$ cat src/rtl/imem_uart_loader_pkg.sv
// Shared constants and state encodings for the UART instruction-memory loader.
package imem_uart_loader_pkg;

  // Header byte that opens every program image.
  localparam logic [7:0] SYNC_BYTE = 8'hA5;

  // Image-parsing FSM states.
  typedef enum logic [2:0] {
    ST_IDLE,
    ST_LEN0,
    ST_LEN1,
    ST_DATA,
    ST_DONE,
    ST_ERR
  } ld_state_t;

  // UART receiver bit-level states.
  typedef enum logic [2:0] {
    RX_IDLE,
    RX_START,
    RX_DATA,
    RX_STOP,
    RX_WAIT
  } rx_state_t;

endpackage

$ cat src/rtl/imem_uart_loader_if.sv
// Instruction-memory write port: loader drives, IFU memory receives.
interface imem_uart_loader_if #(
  parameter int unsigned ADDR_W = 10
);
  logic              im_we;
  logic [ADDR_W-1:0] im_addr;
  logic [31:0]       im_wdata;

  modport master (output im_we, output im_addr, output im_wdata);
  modport slave  (input  im_we, input  im_addr, input  im_wdata);
endinterface

$ cat src/rtl/imem_uart_loader_uart_rx_byte.sv
// 8N1 UART byte receiver: synchronizer, start confirm, centre sampling, stop check.
module uart_rx_byte
  import imem_uart_loader_pkg::*;
#(
  parameter int unsigned CLK_DIV = 434
) (
  input  logic       clk,
  input  logic       rst,
  input  logic       rxd,
  output logic [7:0] data,
  output logic       byte_valid,
  output logic       frame_err
);

  localparam int unsigned CW = $clog2(CLK_DIV);
  localparam logic [CW-1:0] HALF = CW'(CLK_DIV / 2 - 1);
  localparam logic [CW-1:0] LAST = CW'(CLK_DIV - 1);

  logic          s1, s2, prev;
  rx_state_t     st, st_n;
  logic [CW-1:0] cnt, cnt_n;
  logic [2:0]    bit_q, bit_n;
  logic [7:0]    sh, sh_n;

  // Two-flop synchronizer plus one delayed copy for falling-edge detection.
  always_ff @(posedge clk) begin
    if (rst) begin
      s1   <= 1'b1;
      s2   <= 1'b1;
      prev <= 1'b1;
    end else begin
      s1   <= rxd;
      s2   <= s1;
      prev <= s2;
    end
  end

  // Receiver state register.
  always_ff @(posedge clk) begin
    if (rst) begin
      st    <= RX_IDLE;
      cnt   <= '0;
      bit_q <= '0;
      sh    <= '0;
    end else begin
      st    <= st_n;
      cnt   <= cnt_n;
      bit_q <= bit_n;
      sh    <= sh_n;
    end
  end

  // Bit timing and frame decode; byte_valid/frame_err are single-cycle strobes.
  always_comb begin
    st_n       = st;
    cnt_n      = cnt;
    bit_n      = bit_q;
    sh_n       = sh;
    byte_valid = 1'b0;
    frame_err  = 1'b0;
    unique case (st)
      RX_IDLE: begin
        if (prev && !s2) begin
          st_n  = RX_START;
          cnt_n = '0;
        end
      end
      RX_START: begin
        if (cnt == HALF) begin
          cnt_n = '0;
          if (!s2) begin
            st_n  = RX_DATA;
            bit_n = '0;
          end else begin
            st_n = RX_IDLE;
          end
        end else begin
          cnt_n = cnt + 1'b1;
        end
      end
      RX_DATA: begin
        if (cnt == LAST) begin
          cnt_n = '0;
          sh_n  = {s2, sh[7:1]};
          if (bit_q == 3'd7) st_n = RX_STOP;
          else               bit_n = bit_q + 3'd1;
        end else begin
          cnt_n = cnt + 1'b1;
        end
      end
      RX_STOP: begin
        if (cnt == LAST) begin
          cnt_n = '0;
          if (s2) begin
            byte_valid = 1'b1;
            st_n       = RX_IDLE;
          end else begin
            frame_err = 1'b1;
            st_n      = RX_WAIT;
          end
        end else begin
          cnt_n = cnt + 1'b1;
        end
      end
      RX_WAIT: begin
        if (s2) st_n = RX_IDLE;
      end
      default: st_n = RX_IDLE;
    endcase
  end

  assign data = sh;

endmodule

$ cat src/rtl/imem_uart_loader.sv
// Loads a UART-delivered program image into instruction memory while holding the CPU.
module imem_uart_loader
  import imem_uart_loader_pkg::*;
#(
  parameter int unsigned CLK_DIV       = 434,
  parameter int unsigned ADDR_W        = 10,
  parameter bit          HOLD_AT_RESET = 1'b1
) (
  input  logic                clk,
  input  logic                rst,
  input  logic                rxd,
  imem_uart_loader_if.master  imem,
  output logic                cpu_hold,
  output logic                load_done,
  output logic                load_err
);

  localparam int unsigned DEPTH = 1 << ADDR_W;

  logic [7:0] rx_data;
  logic       rx_valid, rx_ferr;

  uart_rx_byte #(.CLK_DIV(CLK_DIV)) u_rx (
    .clk        (clk),
    .rst        (rst),
    .rxd        (rxd),
    .data       (rx_data),
    .byte_valid (rx_valid),
    .frame_err  (rx_ferr)
  );

  ld_state_t         st, st_n;
  logic [7:0]        len_l_q, len_l_n;
  logic [15:0]       wleft_q, wleft_n;
  logic [1:0]        bcnt_q, bcnt_n;
  logic [31:0]       asm_q, asm_n;
  logic [ADDR_W-1:0] addr_q, addr_n;
  logic              we_q, we_n;
  logic [ADDR_W-1:0] wa_q, wa_n;
  logic [31:0]       wd_q, wd_n;
  logic              hold_q, hold_n;
  logic              done_q, done_n;
  logic              err_q, err_n;
  logic [15:0]       n_w;

  assign n_w = {rx_data, len_l_q};

  // Loader state and registered outputs.
  always_ff @(posedge clk) begin
    if (rst) begin
      st      <= ST_IDLE;
      len_l_q <= '0;
      wleft_q <= '0;
      bcnt_q  <= '0;
      asm_q   <= '0;
      addr_q  <= '0;
      we_q    <= 1'b0;
      wa_q    <= '0;
      wd_q    <= '0;
      hold_q  <= HOLD_AT_RESET;
      done_q  <= 1'b0;
      err_q   <= 1'b0;
    end else begin
      st      <= st_n;
      len_l_q <= len_l_n;
      wleft_q <= wleft_n;
      bcnt_q  <= bcnt_n;
      asm_q   <= asm_n;
      addr_q  <= addr_n;
      we_q    <= we_n;
      wa_q    <= wa_n;
      wd_q    <= wd_n;
      hold_q  <= hold_n;
      done_q  <= done_n;
      err_q   <= err_n;
    end
  end

  // Image parser: header, 16-bit word count, then little-endian words.
  // The write strobe is registered here, so im_we lands one cycle after the 4th byte.
  always_comb begin
    st_n    = st;
    len_l_n = len_l_q;
    wleft_n = wleft_q;
    bcnt_n  = bcnt_q;
    asm_n   = asm_q;
    addr_n  = addr_q;
    we_n    = 1'b0;
    wa_n    = wa_q;
    wd_n    = wd_q;
    hold_n  = hold_q;
    done_n  = done_q;
    err_n   = err_q;
    unique case (st)
      ST_IDLE, ST_DONE, ST_ERR: begin
        if (rx_valid && rx_data == SYNC_BYTE) begin
          st_n   = ST_LEN0;
          hold_n = 1'b1;
          done_n = 1'b0;
          err_n  = 1'b0;
          addr_n = '0;
        end
      end
      ST_LEN0: begin
        if (rx_ferr) begin
          st_n  = ST_ERR;
          err_n = 1'b1;
        end else if (rx_valid) begin
          len_l_n = rx_data;
          st_n    = ST_LEN1;
        end
      end
      ST_LEN1: begin
        if (rx_ferr) begin
          st_n  = ST_ERR;
          err_n = 1'b1;
        end else if (rx_valid) begin
          if (n_w == 16'd0) begin
            st_n   = ST_DONE;
            hold_n = 1'b0;
            done_n = 1'b1;
          end else if ({16'd0, n_w} > DEPTH) begin
            st_n  = ST_ERR;
            err_n = 1'b1;
          end else begin
            st_n    = ST_DATA;
            bcnt_n  = '0;
            wleft_n = n_w;
          end
        end
      end
      ST_DATA: begin
        if (rx_ferr) begin
          st_n  = ST_ERR;
          err_n = 1'b1;
        end else if (rx_valid) begin
          asm_n  = {rx_data, asm_q[31:8]};
          bcnt_n = bcnt_q + 2'd1;
          if (bcnt_q == 2'd3) begin
            we_n    = 1'b1;
            wd_n    = {rx_data, asm_q[31:8]};
            wa_n    = addr_q;
            addr_n  = addr_q + 1'b1;
            wleft_n = wleft_q - 16'd1;
            if (wleft_q == 16'd1) begin
              st_n   = ST_DONE;
              hold_n = 1'b0;
              done_n = 1'b1;
            end
          end
        end
      end
      default: st_n = ST_IDLE;
    endcase
  end

  assign imem.im_we    = we_q;
  assign imem.im_addr  = wa_q;
  assign imem.im_wdata = wd_q;
  assign cpu_hold      = hold_q;
  assign load_done     = done_q;
  assign load_err      = err_q;

endmodule

$ cat src/flat_wrapper.sv
// flat-port wrapper written by rule: the top's interface ports become plain ports
module imem_uart_loader_flat import imem_uart_loader_pkg::*;
#(
  parameter int unsigned CLK_DIV       = 434,
  parameter int unsigned ADDR_W        = 10,
  parameter bit          HOLD_AT_RESET = 1'b1
)
  (clk, rst, rxd, cpu_hold, load_done, load_err, imem_im_we, imem_im_addr, imem_im_wdata);
  imem_uart_loader_if #(.ADDR_W(ADDR_W)) imem_i ();
  input  logic clk;
  input  logic rst;
  input  logic rxd;
  output logic cpu_hold;
  output logic load_done;
  output logic load_err;
  output wire logic [$bits(imem_i.im_we)-1:0] imem_im_we;
  output wire logic [$bits(imem_i.im_addr)-1:0] imem_im_addr;
  output wire logic [$bits(imem_i.im_wdata)-1:0] imem_im_wdata;
  assign imem_im_we = imem_i.im_we;
  assign imem_im_addr = imem_i.im_addr;
  assign imem_im_wdata = imem_i.im_wdata;
  imem_uart_loader #(.CLK_DIV(CLK_DIV), .ADDR_W(ADDR_W), .HOLD_AT_RESET(HOLD_AT_RESET)) u_core (.clk(clk), .rst(rst), .rxd(rxd), .imem(imem_i), .cpu_hold(cpu_hold), .load_done(load_done), .load_err(load_err));
endmodule
$ cat config.mk
export PLATFORM = sky130hd
export DESIGN_NAME = imem_uart_loader_flat
export DESIGN_NICKNAME = d
export VERILOG_FILES = /design/src/rtl/imem_uart_loader_pkg.sv /design/src/rtl/imem_uart_loader_if.sv /design/src/rtl/imem_uart_loader_uart_rx_byte.sv /design/src/rtl/imem_uart_loader.sv /design/src/flat_wrapper.sv
export SDC_FILE = /design/constraint.sdc
export NUM_CORES = 1
export LEC_CHECK = 0
export BUFFER_PORTS_ARGS = -buffer_cell sky130_fd_sc_hd__buf_2
export CAP_MARGIN = 20
export CELL_PAD_IN_SITES_DETAIL_PLACEMENT = 1
export CELL_PAD_IN_SITES_GLOBAL_PLACEMENT = 1
export CORE_MARGIN = 10
export CORE_UTILIZATION = 30
export CTS_BUF_LIST = sky130_fd_sc_hd__clkbuf_4 sky130_fd_sc_hd__clkbuf_8 sky130_fd_sc_hd__clkbuf_16
export DETAILED_ROUTE_END_ITERATION = 6
export HOLD_SLACK_MARGIN = 0.1
export PLACE_DENSITY_LB_ADDON = 0.1
export SKIP_LAST_GASP = 1
export SLEW_MARGIN = 30
export SYNTH_ARGS = -nofsm -noshare
export SYNTH_HDL_FRONTEND = slang
export SYNTH_HIERARCHICAL = 1
export SYNTH_SLANG_ARGS = --single-unit
export TNS_END_PERCENT = 30
$ cat constraint.sdc
create_clock -name clk -period 2.85 [get_ports clk]
set_clock_uncertainty 0.15 [all_clocks]
set_input_delay 0.57 -clock clk [delete_from_list [all_inputs] [get_ports clk]]
set_output_delay 0.57 -clock clk [all_outputs]
set_load 0.02 [all_outputs]
==> load_flow_metrics.sql, run 1 <==
INSERT INTO impl_metrics (metric_group, metric, value, unit) VALUES
('run_status', 'run_status', 'finished clean', ''),
('pwr', 'irDropWorstVdd', '0.350', 'mV'),
('synthesis', 'synth_top_area_cell', 'dfxtp_1', ''),
('floorplan', 'area_of_the_core', '0.0194', 'mm2'),
('clock_tree', 'clock_tree.htree_level_count', '4', ''),
('pwr', 'seq_power_share', '0.443', ''),
('worst_setup_path', 'crit_path_end_kind', 'flip-flop', ''),
('synthesis', 'synth_async_sr_flop_share', '0', ''),
('place', 'place_inst', '1052', ''),
('worst_setup_path', 'arrival', '2.98', 'ns'),
('clock_tree', 'clock_sinks', '135', ''),
('timing', 'setup_viol', '0', ''),
('global_routing', 'grt_use_met3', '0.0355', ''),
('final_layout', 'area_growth_syn_to_layout', '26.3', '%'),
('final_layout', 'design.final.nets', '825', ''),
('synthesis', 'cells_after_synth', '738', ''),
('global_routing', 'grt_pass1_wl', '29.5', 'mm'),
('clock_tree', 'clk-insertion-delay-late', '0.42', 'ns'),
('drt', 'drt_wl_total', '17.9', 'mm'),
('clock_tree', 'clk_transition_reported_paths', '0.06', 'ns'),
('drt', 'route.detailed.wl_per_inst', '16.4', 'um'),
('worst_setup_path', 'crit_reg_reg_startpoint', 'u_core/u_rx/cnt[1]$_SDFFE_PP0P_', ''),
('drt', 'dr.first_iter.drc_count', '166', ''),
('drt', 'vias_per_cell', '5.08', ''),
('worst_setup_path', 'category_of_the_critical_setup_timing_path', 'reg2reg', ''),
('synthesis', 'postSynthAreaPerCell', '7.98', 'um2'),
('timing', 'time_the_final_worst_path_needs_with_i_o_delays_and_setup', '2.78', 'ns'),
('floorplan', 'starting_utilization_of_the_core_area', '0.304', ''),
('synthesis', 'yosysSeqAreaShare', '0.459', ''),
('timing', 'maxSlewHeadroom', '0.484', ''),
('clock_tree', 'clk_root_buffer_cell', 'clkbuf_16', ''),
('drt', 'via_count', '5547', ''),
('min_path', 'holdCritStartpoint', 'rxd', ''),
('floorplan', 'top_level_ports', '49', ''),
('pwr', 'power_leakage', '2.72', 'nW'),
('worst_setup_path', 'critical_path_peak_fanout', '8', ''),
('global_routing', 'grt_start_max_net_pins', '72', ''),
('worst_setup_path', 'startpoint', 'u_core/u_rx/cnt[1]$_SDFFE_PP0P_', ''),
('pwr', 'sw_frac_of_total', '0.231', ''),
('timing', 'fmax', '0.359', 'GHz'),
('min_path', 'hold_class', 'in2reg', ''),
('drt', 'drt_pre_antenna_iters', '4', ''),
('synthesis', 'synth.top_cells.by_area', 'dfxtp_1 46%, nand2_1 10%, a21oi_1 9.4%, mux2i_1 3.2%, nor2_1 2.7%', ''),
('synthesis', 'post_synthesis_net_count', '750', ''),
('clock_tree', 'cts_made_buffers', '17', ''),
('pwr', 'cellInternalPower', '3.31', 'mW'),
('synthesis', 'synth.top_cell.area_share', '0.459', ''),
('worst_setup_path', 'cp-start-kind', 'flip-flop', ''),
('global_routing', 'grt_use_total', '0.138', ''),
('place', 'placed_cell_area', '0.00666', 'mm2'),
('timing', 'rsz0062_at_grt', 'yes', ''),
('synthesis', 'number_of_flops_mapped_to_enable_cells_by_yosys', '0', ''),
('pwr', 'power_frac_clock', '0.522', ''),
('timing', 'hold_viol_final', '0', ''),
('final_layout', 'finalCoreUtilization', '0.384', ''),
('worst_setup_path', 'crit_required', '3.05', 'ns'),
('global_routing', 'grt_antenna_before_repair', '0', ''),
('pwr', 'design_power_total', '4.30', 'mW'),
('global_routing', 'grt-ovfl-total', '0', ''),
('timing', 'finalCritPeriodShare', '0.976', ''),
('floorplan', 'die-height', '160', 'um'),
('global_routing', 'gr-max-usage-layer', 'met2', ''),
('pwr', 'power_density', '578', 'mW/mm2'),
('synthesis', 'synthTopCellsByCount', '163 x nand2_1, 135 x dfxtp_1, 111 x a21oi_1', ''),
('floorplan', 'die_footprint', '0.0256', 'mm2'),
('timing', 'slew_violations', '0', ''),
('synthesis', 'synth.most_common_cell', 'nand2_1', ''),
('global_routing', 'gr-usage-met1', '0.167', ''),
('place', 'number_of_buffer_cells_added_on_primary_ports', '48', ''),
('synthesis', 'ys_types', '58', ''),
('synthesis', 'postSynthRegisterBits', '135', '');
[logic make-up after synthesis]
kind of cell	after synthesis	share of synthesized area
simple gates	314	0.251
xor+xnor	1	0.00149
compound gates	196	0.195
flops	135	0.459
mux	20	0.0342
fa+ha+maj	9	0.0191
buf+inv	63	0.0408
[routing by layer]
layer	share of wire	vias to the layer above	routed length (um)
met5	0	-	0
met3	0.030	13	533
met2	0.49	68	8730
li1	-	2747	-
met1	0.47	2719	8520
met4	0.0088	0	158
[timing repair]
| action | CTS | global route |
|---|---|---|
| hold buffers | 0 | 0 |
| resized for setup | 7 | 20 |
| pin swaps | 16 | 7 |
| setup endpoints to repair | 14 | 32 |
| endpoints found under the hold margin | 0 | 0 |
| cloned | 0 | 2 |
| buffers inserted | 4 | 1 |
[power by group through the flow]
stage	Clock, mW	Combinational, mW	Sequential [mW]
detailed placement	0	0.152	1.94
global placement	0	0.145	1.94
global route	2.38	0.171	1.90
CTS	2.30	0.154	1.90
floorplan	0	0.0915	1.95
finish	2.24	0.152	1.90
[sequential cells by signal, summed over array words and instances (netlist names), 2 cells and up]
signal / count
u_core/u_rx/data: 8
u_core/imem.im_addr: 10
u_core/bcnt_q: 2
u_core/u_rx/st: 3
u_core/len_l_q: 8
u_core/st: 3
u_core/imem.im_wdata: 32
u_core/wleft_q: 16
u_core/u_rx/cnt: 9
u_core/addr_q: 10
u_core/u_rx/bit_q: 3
u_core/asm_q: 24
[cells in the final DEF (no fill, tap or decap), types with 10 or more instances in the layout]
cell type / count
a21oi_1: 106
buf_2: 48
buf_4: 51
clkbuf_16: 17
dfxtp_1: 133
inv_1: 15
mux2i_1: 18
nand2_1: 162
nand2b_1: 10
nand3_1: 13
nor2_1: 42
nor3_1: 13
o21ai_0: 25
[final timing paths]
kind                                                      end  slack [ns]  cells after the start
worst max register to register  u_core/addr_q[3]$_SDFFE_PP0P_        0.07                     12
worst max-delay path            u_core/addr_q[3]$_SDFFE_PP0P_        0.07                     12
worst min register to register      u_core/u_rx/s2$_SDFF_PP1_        0.26                      1
worst min-delay path                u_core/u_rx/s1$_SDFF_PP1_        0.19                      2
[critical path: stages, from the launching register on]
cell and delay (ns):
dfxtp_2 0.32, inv_2 0.07, ha_4 0.11, and4b_1 0.23, nand2_2 0.09, nor3_2 0.10
buf_4 0.13, nand4_1 0.06, or4b_4 0.50, o31a_1 0.33, buf_6 0.17, or3_1 0.32
a21oi_1 0.13
[area by class of cell]
class / instances / area, um2
clock buffer: 20 / 460
clock inverter: 12 / 143
fill: 2376 / 12000
inverter: 16 / 60.1
multi-input combinational: 540 / 3070
sequential: 135 / 2710
tap: 265 / 332
timing repair buffer: 103 / 668
[stage by stage]
stage	setup slack, ns	setup TNS, ns
floorplan	0.00858	0
global placement	-0.0536	-0.301
detailed placement	-0.137	-0.816
CTS	-0.0212	-0.0450
global route	-0.0974	-1.29
finish	0.0680	0
(Power assumes the default switching activity.)
==> inputs of run 2 (changes only) <==
--- a/config.mk
+++ b/config.mk
@@ -5,6 +5,7 @@
 export SDC_FILE = /design/constraint.sdc
 export NUM_CORES = 1
 export LEC_CHECK = 0
+export ABC_AREA = 1
 export BUFFER_PORTS_ARGS = -buffer_cell sky130_fd_sc_hd__buf_2
 export CAP_MARGIN = 20
 export CELL_PAD_IN_SITES_DETAIL_PLACEMENT = 1
==> run 2 against run 1 <==
  * Non-clock buffer count shrank 40
  * First-iteration DRC count grew 34%
  * Combinational power grew to 4.5 times the previous value
  * Worst hold slack lost 0.0076 ns
  * Sequential power grew 5%
  * Sequential share of layout area grew 0.21 points
  * Cell count grew 17%
  * Design area shrank 0.67%
  * Critical path depth grew 1
  * Count of clock-buffer cells in the layout shrank 3
  * Register-to-register slack gained 0.23 ns
  * Routed wire length grew 1.3%
  * Critical path type unchanged
==> load_flow_metrics.sql, run 2 <==
INSERT INTO impl_metrics (metric_group, metric, value, unit) VALUES
('synthesis', 'synth.most_common_cell', 'nand2_1', ''),
('final_layout', 'design.final.nets', '1004', ''),
('clock_tree', 'ctsLongestPathBuffers', '2', ''),
('worst_setup_path', 'crit_path_end_kind', 'flip-flop', ''),
('synthesis', 'yosysSeqAreaShare', '0.432', ''),
('pwr', 'irDropWorstVdd', '0.376', 'mV'),
('synthesis', 'number_of_flops_mapped_to_enable_cells_by_yosys', '0', ''),
('floorplan', 'die_footprint', '0.0270', 'mm2'),
('synthesis', 'postSynth.topFlopCell', 'dfxtp_1', ''),
('floorplan', 'die-height', '164', 'um'),
('drt', 'antenna_violating_nets_post_route', '0', ''),
('clock_tree', 'clk_root_buffer_cell', 'clkbuf_16', ''),
('drt', 'route.detailed.wl_per_inst', '14.3', 'um'),
('worst_setup_path', 'crit_path_cell_trace', 'ha_1 -> nand4_1 -> nor4_2 -> inv_1 -> nand2_1 -> nor2_1 -> nand2_1 -> inv_1 -> nand2_1 -> buf_4 -> nand2_1 -> nand2_1 -> nor2_1', ''),
('pwr', 'power_density', '656', 'mW/mm2'),
('final_layout', 'n_fill_cell', '2605', ''),
('clock_tree', 'clock_sinks', '135', ''),
('final_layout', 'fin_cells', '1275', ''),
('global_routing', 'gr-max-usage-layer', 'met2', ''),
('place', 'place_inst', '1243', ''),
('synthesis', 'synth.top_cell.area_share', '0.432', ''),
('timing', 'timing_worst_slew_pin_value', '0.727', 'ns'),
('synthesis', 'synthTopCellsByCount', '237 x nand2_1, 223 x nor2_1, 135 x dfxtp_1', ''),
('synthesis', 'postSynthRegisterBits', '135', ''),
('final_layout', 'largest_reg_flops', '32', ''),
('timing', 'fmax', '0.392', 'GHz'),
('synthesis', 'post_synthesis_net_count', '956', ''),
('timing', 'time_the_final_worst_path_needs_with_i_o_delays_and_setup', '2.55', 'ns'),
('final_layout', 'commonest_non_fill_non_tap_cell_in_the_layout', 'nand2_1', ''),
('clock_tree', 'clk-insertion-delay-late', '0.42', 'ns'),
('place', 'dp.final_hpwl', '12.6', 'mm'),
('run_status', 'run_status', 'finished clean', ''),
('drt', 'via_count', '5892', ''),
('synthesis', 'yosysWarningCount', '6', ''),
('worst_setup_path', 'critical_path_peak_fanout', '31', ''),
('timing', 'hold_viol_final', '0', ''),
('worst_setup_path', 'critical-path-top-delay-family', 'simple AND/OR/NAND/NOR gates', ''),
('clock_tree', 'cts_made_buffers', '17', ''),
('worst_setup_path', 'cp-start-kind', 'flip-flop', ''),
('final_layout', 'layout_common_cells', '237 x nand2_1, 223 x nor2_1, 135 x dfxtp_1', ''),
('min_path', 'hold_class', 'in2reg', ''),
('synthesis', 'synthesis.area', '0.00626', 'mm2'),
('flow_run', 'max_cap_violations', '0', ''),
('global_routing', 'grt-ovfl-total', '0', ''),
('place', 'placed_cell_area', '0.00679', 'mm2'),
('floorplan', 'floorplan.rows', '52', ''),
('clock_tree', 'post-cts-setup-buffers', '0', ''),
('timing', 'setup_viol', '0', ''),
('synthesis', 'postSynthAreaPerCell', '6.63', 'um2'),
('worst_setup_path', 'category_of_the_critical_setup_timing_path', 'reg2reg', ''),
('synthesis', 'cells_after_synth', '944', ''),
('clock_tree', 'clock_tree.htree_level_count', '4', ''),
('global_routing', 'grt_start_max_net_pins', '49', ''),
('drt', 'drc', '0', ''),
('global_routing', 'globalRouteMet2Util', '0.225', ''),
('global_routing', 'gr-usage-met1', '0.186', ''),
('worst_setup_path', 'largest_stage_delay_on_the_critical_path', '0.40', 'ns'),
('worst_setup_path', 'crit_required', '3.01', 'ns'),
('timing', 'maxSlewHeadroom', '0.515', ''),
('floorplan', 'top_level_ports', '49', ''),
('clock_tree', 'cts_tree', 'built', ''),
('timing', 'slew_violations', '0', ''),
('synthesis', 'ys_types', '30', ''),
('timing', 'finalCritPeriodShare', '0.895', ''),
('place', 'number_of_buffer_cells_added_on_primary_ports', '48', ''),
('clock_tree', 'clk_transition_reported_paths', '0.07', 'ns'),
('worst_setup_path', 'arrival', '2.71', 'ns'),
('floorplan', 'area_of_the_core', '0.0204', 'mm2'),
('worst_setup_path', 'bufs_and_invs_on_worst_path', '3', ''),
('floorplan', 'die_width', '164', 'um'),
('pwr', 'design_power_total', '4.85', 'mW'),
('synthesis', 'synth_top_area_cell', 'dfxtp_1', ''),
('place', 'place.gp.congestion', '0.757', ''),
('final_layout', 'diodes', '0', ''),
('synthesis', 'synth.top_cells.by_area', 'dfxtp_1 43%, nand2_1 14%, nor2_1 13%, o21ai_0 6.2%, inv_1 4.9%', ''),
('final_layout', 'post-route-cell-area', '0.00739', 'mm2'),
('place', 'place_worst_setup_slack', '0.178', 'ns'),
('clock_tree', 'post_cts_resized', '0', ''),
('drt', 'drt_pre_antenna_iters', '6', ''),
('drt', 'drt_wl_total', '18.2', 'mm'),
('global_routing', 'grt_use_total', '0.139', ''),
('drt', 'vias_per_cell', '4.62', ''),
('worst_setup_path', 'cpMostUsedCell', 'nand2_1', ''),
('global_routing', 'grt_antenna_before_repair', '0', ''),
('worst_setup_path', 'worst_path_max_delay_cell', 'dfxtp_1', ''),
('clock_tree', 'cts_hold_buffers', '0', ''),
('timing', 'fin_ws', '0.300', 'ns'),
('synthesis', 'synth_async_sr_flop_share', '0', ''),
('global_routing', 'grt_pass1_wl', '30.8', 'mm'),
('global_routing', 'via_count_of_the_first_global_routing_pass', '6082', ''),
('floorplan', 'starting_utilization_of_the_core_area', '0.307', ''),
('final_layout', 'layout-drive-gt1-share', '0.121', ''),
('global_routing', 'grt_use_met3', '0.0271', ''),
('drt', 'dr.first_iter.drc_count', '222', ''),
('pwr', 'power_leakage', '3.49', 'nW'),
('final_layout', 'area_growth_syn_to_layout', '18.2', '%');
==> run 2: worst reg2reg max path: stages, from the launching register on <==
cell	delay, ns
dfxtp_1	0.40
ha_1	0.20
nand4_1	0.24
nor4_2	0.27
inv_1	0.19
nand2_1	0.17
nor2_1	0.09
nand2_1	0.08
inv_1	0.05
nand2_1	0.06
buf_4	0.32
nand2_1	0.11
nand2_1	0.08
nor2_1	0.04
==> run 2: cell families (layout without fill, tap and decap cells) <==
logic type / Yosys count / after routing / synth area share
DFF: 135 / 135 / 0.432
and+or+nand+nor: 539 / 539 / 0.352
AOI/OAI and AO/OA: 132 / 132 / 0.107
buffers and inverters: 121 / 182 / 0.0798
xor gates and xnor gates: 8 / 8 / 0.0112
adders and majority gates: 9 / 9 / 0.0180
==> run 2: worst paths after layout <==
kind	startpoint	to	slack, ns	depth (start not counted)
max	u_core/u_rx/cnt[0]$_SDFFE_PP0P_	u_core/wleft_q[9]$_SDFFE_PP0P_	0.30	13
min	rxd	u_core/u_rx/s1$_SDFF_PP1_	0.18	2
max reg2reg	u_core/u_rx/cnt[0]$_SDFFE_PP0P_	u_core/wleft_q[9]$_SDFFE_PP0P_	0.30	13
min reg2reg	u_core/u_rx/s1$_SDFF_PP1_	u_core/u_rx/s2$_SDFF_PP1_	0.26	1
==> run 2: final cells by class <==
| cell class | count | area, um2 | share of cell area |
|---|---|---|---|
| multi-input cells | 688 | 3080 | 0.416 |
| flip-flops and latches | 135 | 2700 | 0.366 |
| clock buffers | 17 | 425 | 0.0575 |
| repair buffers | 63 | 365 | 0.0494 |
| well taps | 270 | 338 | 0.0457 |
| inverters | 87 | 327 | 0.0442 |
| clock inverters | 15 | 159 | 0.0215 |
==> run 2: routing by layer <==
layer	up-vias	part of all wire
met5	-	0
met4	0	0.0083
met3	10	0.018
met2	37	0.46
met1	2777	0.51
li1	3068	-
==> run 2: power by group <==
group / switching [mW] / internal, mW
logic: 0.492 / 0.187
registers: 0.0535 / 1.94
clock network: 1.01 / 1.17
total: 1.55 / 3.30
==> run 2: metrics by stage <==
| step | setup TNS, ns | hold WS (ns) | utilization |
|---|---|---|---|
| 3_3_place_gp | 0 | 0.244 | 0.333 |
| 3_5_place_dp | 0 | 0.249 | 0.333 |
| 2_1_floorplan | 0 | 0.239 | - |
| 5_1_grt | -0.0182 | 0.178 | 0.363 |
| 6_report | 0 | 0.178 | 0.363 |
| 4_1_cts | 0 | 0.161 | 0.362 |
